<file path="src/rtl/gpio_bus_arbiter.sv">
// Round-robin arbiter sharing the GPIO register-bank slave between CPU (m0) and pixel sequencer (m1), with lock tenures.
// Latency: request/grant/response are combinational passthroughs; backpressure: the losing master holds req until granted.
module gpio_bus_arbiter #(
  parameter int unsigned LOCK_MAX     = 4,
  parameter int unsigned HOLD_TIMEOUT = 8
) (
  input  logic        clk,
  input  logic        rst,
  input  logic        m0_req,
  output logic        m0_gnt,
  output logic        m0_rvalid,
  input  logic        m0_lock,
  input  logic        m0_we,
  input  logic [3:0]  m0_be,
  input  logic [31:0] m0_addr,
  input  logic [31:0] m0_wdata,
  output logic [31:0] m0_rdata,
  input  logic        m1_req,
  output logic        m1_gnt,
  output logic        m1_rvalid,
  input  logic        m1_lock,
  input  logic        m1_we,
  input  logic [3:0]  m1_be,
  input  logic [31:0] m1_addr,
  input  logic [31:0] m1_wdata,
  output logic [31:0] m1_rdata,
  output logic        s_req,
  input  logic        s_gnt,
  input  logic        s_rvalid,
  output logic        s_we,
  output logic [3:0]  s_be,
  output logic [31:0] s_addr,
  output logic [31:0] s_wdata,
  input  logic [31:0] s_rdata,
  output logic        busy
);

  localparam logic [3:0] LOCK_MAX_C = 4'(LOCK_MAX);
  localparam logic [7:0] HOLD_C     = 8'(HOLD_TIMEOUT);

  typedef enum logic [1:0] {IDLE, WAIT_RSP, LOCK_HOLD} state_e;

  typedef struct packed {
    logic        we;
    logic [3:0]  be;
    logic [31:0] addr;
    logic [31:0] wdata;
  } bus_req_t;

  state_e     state_q, state_d;
  logic       owner_q, owner_d;
  logic       prio_last_q, prio_last_d;
  logic       lock_q, lock_d;
  logic [3:0] lock_cnt_q, lock_cnt_d;
  logic [7:0] hold_cnt_q, hold_cnt_d;
  logic       busy_q, busy_d;

  bus_req_t m0_f, m1_f, sel_f;
  logic     winner, sel_mst, active, sel_req, sel_lock, hs, rsp_ok;
  logic [7:0] hold_inc;

  assign m0_f = {m0_we, m0_be, m0_addr, m0_wdata};
  assign m1_f = {m1_we, m1_be, m1_addr, m1_wdata};

  always_comb begin
    state_d     = state_q;
    owner_d     = owner_q;
    prio_last_d = prio_last_q;
    lock_d      = lock_q;
    lock_cnt_d  = lock_cnt_q;
    hold_cnt_d  = hold_cnt_q;
    hold_inc    = hold_cnt_q + 8'd1;

    // On a tie the master that did not win last time goes first.
    winner  = (m0_req & m1_req) ? ~prio_last_q : m1_req;
    sel_mst = 1'b0;
    active  = 1'b0;
    case (state_q)
      IDLE:      begin sel_mst = winner;  active = 1'b1; end
      LOCK_HOLD: begin sel_mst = owner_q; active = 1'b1; end
      default:   ;
    endcase
    sel_req  = active & ~rst & (sel_mst ? m1_req : m0_req);
    sel_lock = sel_mst ? m1_lock : m0_lock;
    hs       = sel_req & s_gnt;

    case (state_q)
      IDLE: begin
        if (hs) begin
          owner_d     = sel_mst;
          prio_last_d = sel_mst;
          lock_d      = sel_lock;
          lock_cnt_d  = 4'd1;
          state_d     = WAIT_RSP;
        end
      end
      WAIT_RSP: begin
        if (s_rvalid) begin
          if (lock_q && (lock_cnt_q < LOCK_MAX_C)) begin
            state_d    = LOCK_HOLD;
            hold_cnt_d = 8'd0;
          end else begin
            state_d = IDLE;
          end
        end
      end
      LOCK_HOLD: begin
        if (hs) begin
          lock_d     = sel_lock;
          lock_cnt_d = (lock_cnt_q == 4'hF) ? lock_cnt_q : lock_cnt_q + 4'd1;
          state_d    = WAIT_RSP;
        end else if (!sel_req) begin
          if (!sel_lock) begin
            state_d = IDLE;
          end else begin
            // Owner keeps lock but stops issuing: release after the idle budget.
            hold_cnt_d = hold_inc;
            if (hold_inc == HOLD_C) state_d = IDLE;
          end
        end
      end
      default: state_d = IDLE;
    endcase

    busy_d = (state_d != IDLE);
  end

  always_ff @(posedge clk) begin
    if (rst) begin
      state_q     <= IDLE;
      owner_q     <= 1'b0;
      prio_last_q <= 1'b1;
      lock_q      <= 1'b0;
      lock_cnt_q  <= 4'd0;
      hold_cnt_q  <= 8'd0;
      busy_q      <= 1'b0;
    end else begin
      state_q     <= state_d;
      owner_q     <= owner_d;
      prio_last_q <= prio_last_d;
      lock_q      <= lock_d;
      lock_cnt_q  <= lock_cnt_d;
      hold_cnt_q  <= hold_cnt_d;
      busy_q      <= busy_d;
    end
  end

  assign sel_f = sel_mst ? m1_f : m0_f;
  assign s_req = sel_req;
  assign {s_we, s_be, s_addr, s_wdata} = sel_req ? sel_f : '0;
  assign m0_gnt = hs & ~sel_mst;
  assign m1_gnt = hs & sel_mst;

  // Responses only count while a transaction is outstanding; stray ones are dropped.
  assign rsp_ok    = (state_q == WAIT_RSP) & ~rst;
  assign m0_rvalid = rsp_ok & s_rvalid & ~owner_q;
  assign m1_rvalid = rsp_ok & s_rvalid & owner_q;
  assign m0_rdata  = (rsp_ok & ~owner_q) ? s_rdata : '0;
  assign m1_rdata  = (rsp_ok & owner_q) ? s_rdata : '0;
  assign busy      = busy_q & ~rst;

endmodule
</file>
<file path="config.mk">
export PLATFORM = sky130hd
export DESIGN_NAME = gpio_bus_arbiter
export DESIGN_NICKNAME = d
export VERILOG_FILES = /design/src/rtl/gpio_bus_arbiter.sv
export SDC_FILE = /design/constraint.sdc
export NUM_CORES = 1
export LEC_CHECK = 0
export CAP_MARGIN = 20
export CELL_PAD_IN_SITES_DETAIL_PLACEMENT = 1
export CELL_PAD_IN_SITES_GLOBAL_PLACEMENT = 1
export CORE_MARGIN = 4
export CORE_UTILIZATION = 14
export CTS_CLUSTER_SIZE = 24
export DETAILED_ROUTE_END_ITERATION = 10
export GPL_TIMING_DRIVEN = 1
export MAX_ROUTING_LAYER = met4
export PLACE_DENSITY_LB_ADDON = 0.1
export SETUP_SLACK_MARGIN = 0.2
export SYNTH_ARGS = -nofsm -noshare
export SYNTH_HDL_FRONTEND = slang
export SYNTH_SLANG_ARGS = --single-unit
</file>
<file path="constraint.sdc">
create_clock -name clk -period 1.83 [get_ports clk]
set_input_delay 0.366 -clock clk [delete_from_list [all_inputs] [get_ports clk]]
set_output_delay 0.366 -clock clk [all_outputs]
set_load 0.05 [all_outputs]
</file>
==> results.md, run 1 <==
Status:
- The flow ran to the end, but the final reports show violations.
- The final reports fail on setup timing.

Floorplanning:
- From bottom edge to top edge, the die measures about 140 um.
- The core area is 17900 um2.
- Measured along the x axis, the die boundary spans 143 um.
- 317 I/O pins were placed.
- The area of the die is between 20000 and 25000 um2.
- The floorplan has 49 rows.
- The effective utilization at floorplan is 0.142.

Clocking:
- CTS built an H-tree with a depth of 1.
- In this run, CTS created clock tree buffers numbering 3.
- The buffer depth of the longest clock path is 2.
- The clock sink count is 18.
- The latest clock arrival within the worst-skew pair is 0.25 ns.
- The cell sitting at the root of the clock tree is a sky130_fd_sc_hd__clkbuf_16.
- The clock-pin slew on the worst setup and hold paths is 0.06 ns.
- TritonCTS built the clock tree.

Detailed routing:
- In the final routed layout, each cell accounts on average for 19.6 um.
- The vias per cell is 4.48.
- The first detailed-routing pass ran for 4 iterations.
- The remaining routing DRC violations is 0.
- In this run the remaining antenna-violating nets after routing total 0.
- The total routed wirelength is ~20 mm.
- The initial DRC count is 133.
- For this block, the via count after detailed routing is 4628.

Placed design:
- The post-placement setup slack is -0.730 ns.
- Summed over all nets, the half-perimeter wirelength after detailed placement is roughly 16 mm.
- During placement, the flow inserted port buffers numbering approximately 320.
- The placer's final routability congestion estimate is just under 0.9.

GRT:
- The via count of the first global-routing pass is 4792.
- The initial antenna violation count is 0.
- The global-route usage over all layers is 0.180.
- The global-route wire length before repair is roughly 28 mm.
- The overall overflow remaining after global route is 0.
- Entering global routing, the biggest net connects 25 pins.

Setup path:
- The worst setup path is of the reg -> out kind.
- At the worst endpoint, the required time is 1.46 ns.
- In this run the worst path has a maximum fanout of 7.
- STA classifies the critical path endpoint as an output port.
- STA puts the critical path data arrival time at about 1.9 ns.
- The element type at the critical path start is a register.

Logic synthesis:
- The number of nets in the synthesized netlist is 624.
- Synthesis instantiated around 50 different standard cells from the library.
- For this run, asynchronously set or reset flops after synthesis account for 0.
- The flip-flop and latch count after synthesis is 18.
- The number of enable-type register cells in the synthesized netlist is 0.
- The share of synthesized area in the top cell type comes to 0.224.
- The count of yosys warnings during synthesis is 0.
- The library cell with the largest summed area after synthesis is sky130_fd_sc_hd__nand2_1.
- The register area share after synthesis is 0.142.
- Among all cell types in the netlist, the one instantiated most often is sky130_fd_sc_hd__nand2_1.
- After synthesis, the most frequently instantiated cells are 152 x sky130_fd_sc_hd__nand2_1, 80 x sky130_fd_sc_hd__a21oi_1, 68 x sky130_fd_sc_hd__and2_1.
- The gate count of the mapped netlist is 444.
- For this run, the leading register cell type out of synthesis is sky130_fd_sc_hd__dfxtp_1.
- A synthesized cell averages ~5.7 um2.
- Sorting the synthesized cells by area gives the leading types as sky130_fd_sc_hd__nand2_1 22%, sky130_fd_sc_hd__and2_1 17%, sky130_fd_sc_hd__a21oi_1 16%.
- In this run the cell area of the synthesized design comes to ~2500 um2.

Finish:
- For this run, the share of the core covered by cells in the final layout is 0.484.
- The number of nets in the finished design is 987.
- The share of layout cells above drive strength 1 is 0.545.
- The area growth from synthesis to layout is 241%.
- The number of antenna diodes in the final layout is 0.

Pwr:
- The power density over the cells is 353 nW/um2.
- The maximum vdd drop is ~0.00027 V.
- The internal power is 1740 uW.
- Of the total power, the share spent switching nets is 0.431.
- For this design the total switching power over the nets is 1320 uW.
- The share of total power dissipated in the clock network is 0.146.
- The combinational share of power is 0.721.
- The analysis attributes to cell leakage a power of ~0.0035 uW.
- Of the total power, registers draw 0.133.

Timing:
- The final worst-path cycle share is 1.24.
- The time the worst path needs with I/O delays and setup is 2.26 ns.
- The post-route worst setup slack is -0.433 ns.
- Clock skew on the completed layout was measured at 0.00190 ns.
- The number of failing setup endpoints in the final timing report is 140.
- The number of hold violations in the final report was 0.
- The maximum operating frequency is 442 MHz.
- Setup repair after global routing could not meet its margin everywhere.
- The max-slew violation total from the final report is 0.
- The worst slew slack as a fraction of its limit is 0.763.
- For the pin with the worst max-slew slack, the measured transition is 0.354 ns.

Min path:
- The type of the worst min-delay path is reg -> reg.

Run:
- Across the run, the number of max-cap violations was 0.
## sequential cells by signal, summed over array words and instances, names as in the netlist
| register | cells |
|---|---|
| busy_q | 1 |
| owner_q | 1 |
| lock_q | 1 |
| lock_cnt_q | 4 |
| hold_cnt_q | 8 |
| state_q | 2 |
| prio_last_q | 1 |
## final cells by class
| type | instances | area (um2) |
|---|---|---|
| Clock buffer | 3 | 75.1 |
| Fill cell | 1998 | 9230 |
| Inverter | 6 | 22.5 |
| Multi-Input combinational cell | 385 | 2960 |
| Sequential cell | 18 | 370 |
| Tap cell | 229 | 287 |
| Timing Repair Buffer | 393 | 4950 |
## critical path: stages, from the launching register on
cell	delay [ns]
sky130_fd_sc_hd__dfxtp_2	0.34
sky130_fd_sc_hd__nand3b_1	0.27
sky130_fd_sc_hd__a21oi_4	0.22
sky130_fd_sc_hd__buf_12	0.15
sky130_fd_sc_hd__buf_8	0.13
sky130_fd_sc_hd__buf_12	0.15
sky130_fd_sc_hd__nand2_4	0.06
sky130_fd_sc_hd__a21oi_4	0.16
sky130_fd_sc_hd__buf_6	0.17
## path summary, 6_finish.rpt
check / start / to / slack (ns) / cells after the start
min reg2reg: lock_cnt_q[1] / lock_cnt_q[1] / 0.49 / 2
max reg2reg: owner_q / hold_cnt_q[2] / -0.04 / 6
min: lock_cnt_q[1] / lock_cnt_q[1] / 0.49 / 2
max: state_q[1] / s_addr[31] / -0.43 / 8
## kinds of logic after synthesis
family,synth area share
adders and majority gates,0.00983
DFF,0.142
AOI/OAI and AO/OA,0.241
buffers and inverters,0.0821
and+or+nand+nor,0.508
muxes,0.0177
## repair_timing
item	4_1_cts	5_1_grt
pin swaps	35	42
setup buffers	12	7
gates cloned	5	4
endpoints found under the hold margin	0	0
gates resized for setup	142	113
setup endpoints to repair	156	155
hold buffers	0	0
## power by group through the flow
stage / Clock, uW / Combinational, uW / Sequential [uW]
2_1_floorplan: 0 / 932 / 414
3_3_place_gp: 0 / 1830 / 417
3_5_place_dp: 0 / 1850 / 417
4_1_cts: 454 / 2070 / 410
5_1_grt: 471 / 2310 / 410
6_report: 448 / 2210 / 408
## stage by stage
stage	instance area, um2	std cells	hold WS [ns]	power (uW)	TNS (ns)
CTS	8110	1023	0.526	2930	-50.69
global placement	7320	1003	0.468	2250	-78.49
global route	8670	1034	0.506	3190	-59.76
floorplan	3030	444	0.436	1350	-34.15
finish	8670	1034	0.493	3060	-50.36
detailed placement	7320	1003	0.511	2270	-84.59
## cells in the final DEF (no fill, tap or decap), types with 6 or more instances in the layout
| cell type | Yosys | routed |
|---|---|---|
| sky130_fd_sc_hd__and2_4 | 0 | 66 |
| sky130_fd_sc_hd__clkdlybuf4s50_1 | 0 | 173 |
| sky130_fd_sc_hd__buf_4 | 1 | 46 |
| sky130_fd_sc_hd__nor2_1 | 12 | 10 |
| sky130_fd_sc_hd__o21ai_0 | 11 | 7 |
| sky130_fd_sc_hd__nand2_1 | 152 | 102 |
| sky130_fd_sc_hd__a21oi_2 | 0 | 47 |
| sky130_fd_sc_hd__nand2_2 | 0 | 23 |
| sky130_fd_sc_hd__nand2_4 | 1 | 27 |
| sky130_fd_sc_hd__dfxtp_1 | 18 | 14 |
| sky130_fd_sc_hd__buf_6 | 2 | 64 |
| sky130_fd_sc_hd__buf_12 | 0 | 88 |
| sky130_fd_sc_hd__a21oi_4 | 0 | 19 |
| sky130_fd_sc_hd__a21oi_1 | 80 | 14 |
| sky130_fd_sc_hd__clkbuf_16 | 0 | 6 |
| sky130_fd_sc_hd__buf_8 | 0 | 10 |
## per-layer routing
metal	track usage	up-vias	wire length (um)
li1	-	2205	-
met1	0.210	2209	7930
met2	0.326	189	10800
met3	0.0288	25	1160
met4	0.0380	0	440
met5	-	-	0
Power figures use the tool's default switching activity.
==> run 2, diff against run 1 <==
- CTS_BUF_LIST: not set -> sky130_fd_sc_hd__clkbuf_8 sky130_fd_sc_hd__clkbuf_16
==> results of run 2 <==
Same layout as run 1: the final DEF is identical, and so are final timing and power.
==> run 3, diff against run 2 <==
- CAP_MARGIN: 20 -> 0
==> results of run 3 <==
Same layout as run 1: the final DEF is identical, and so are final timing and power.
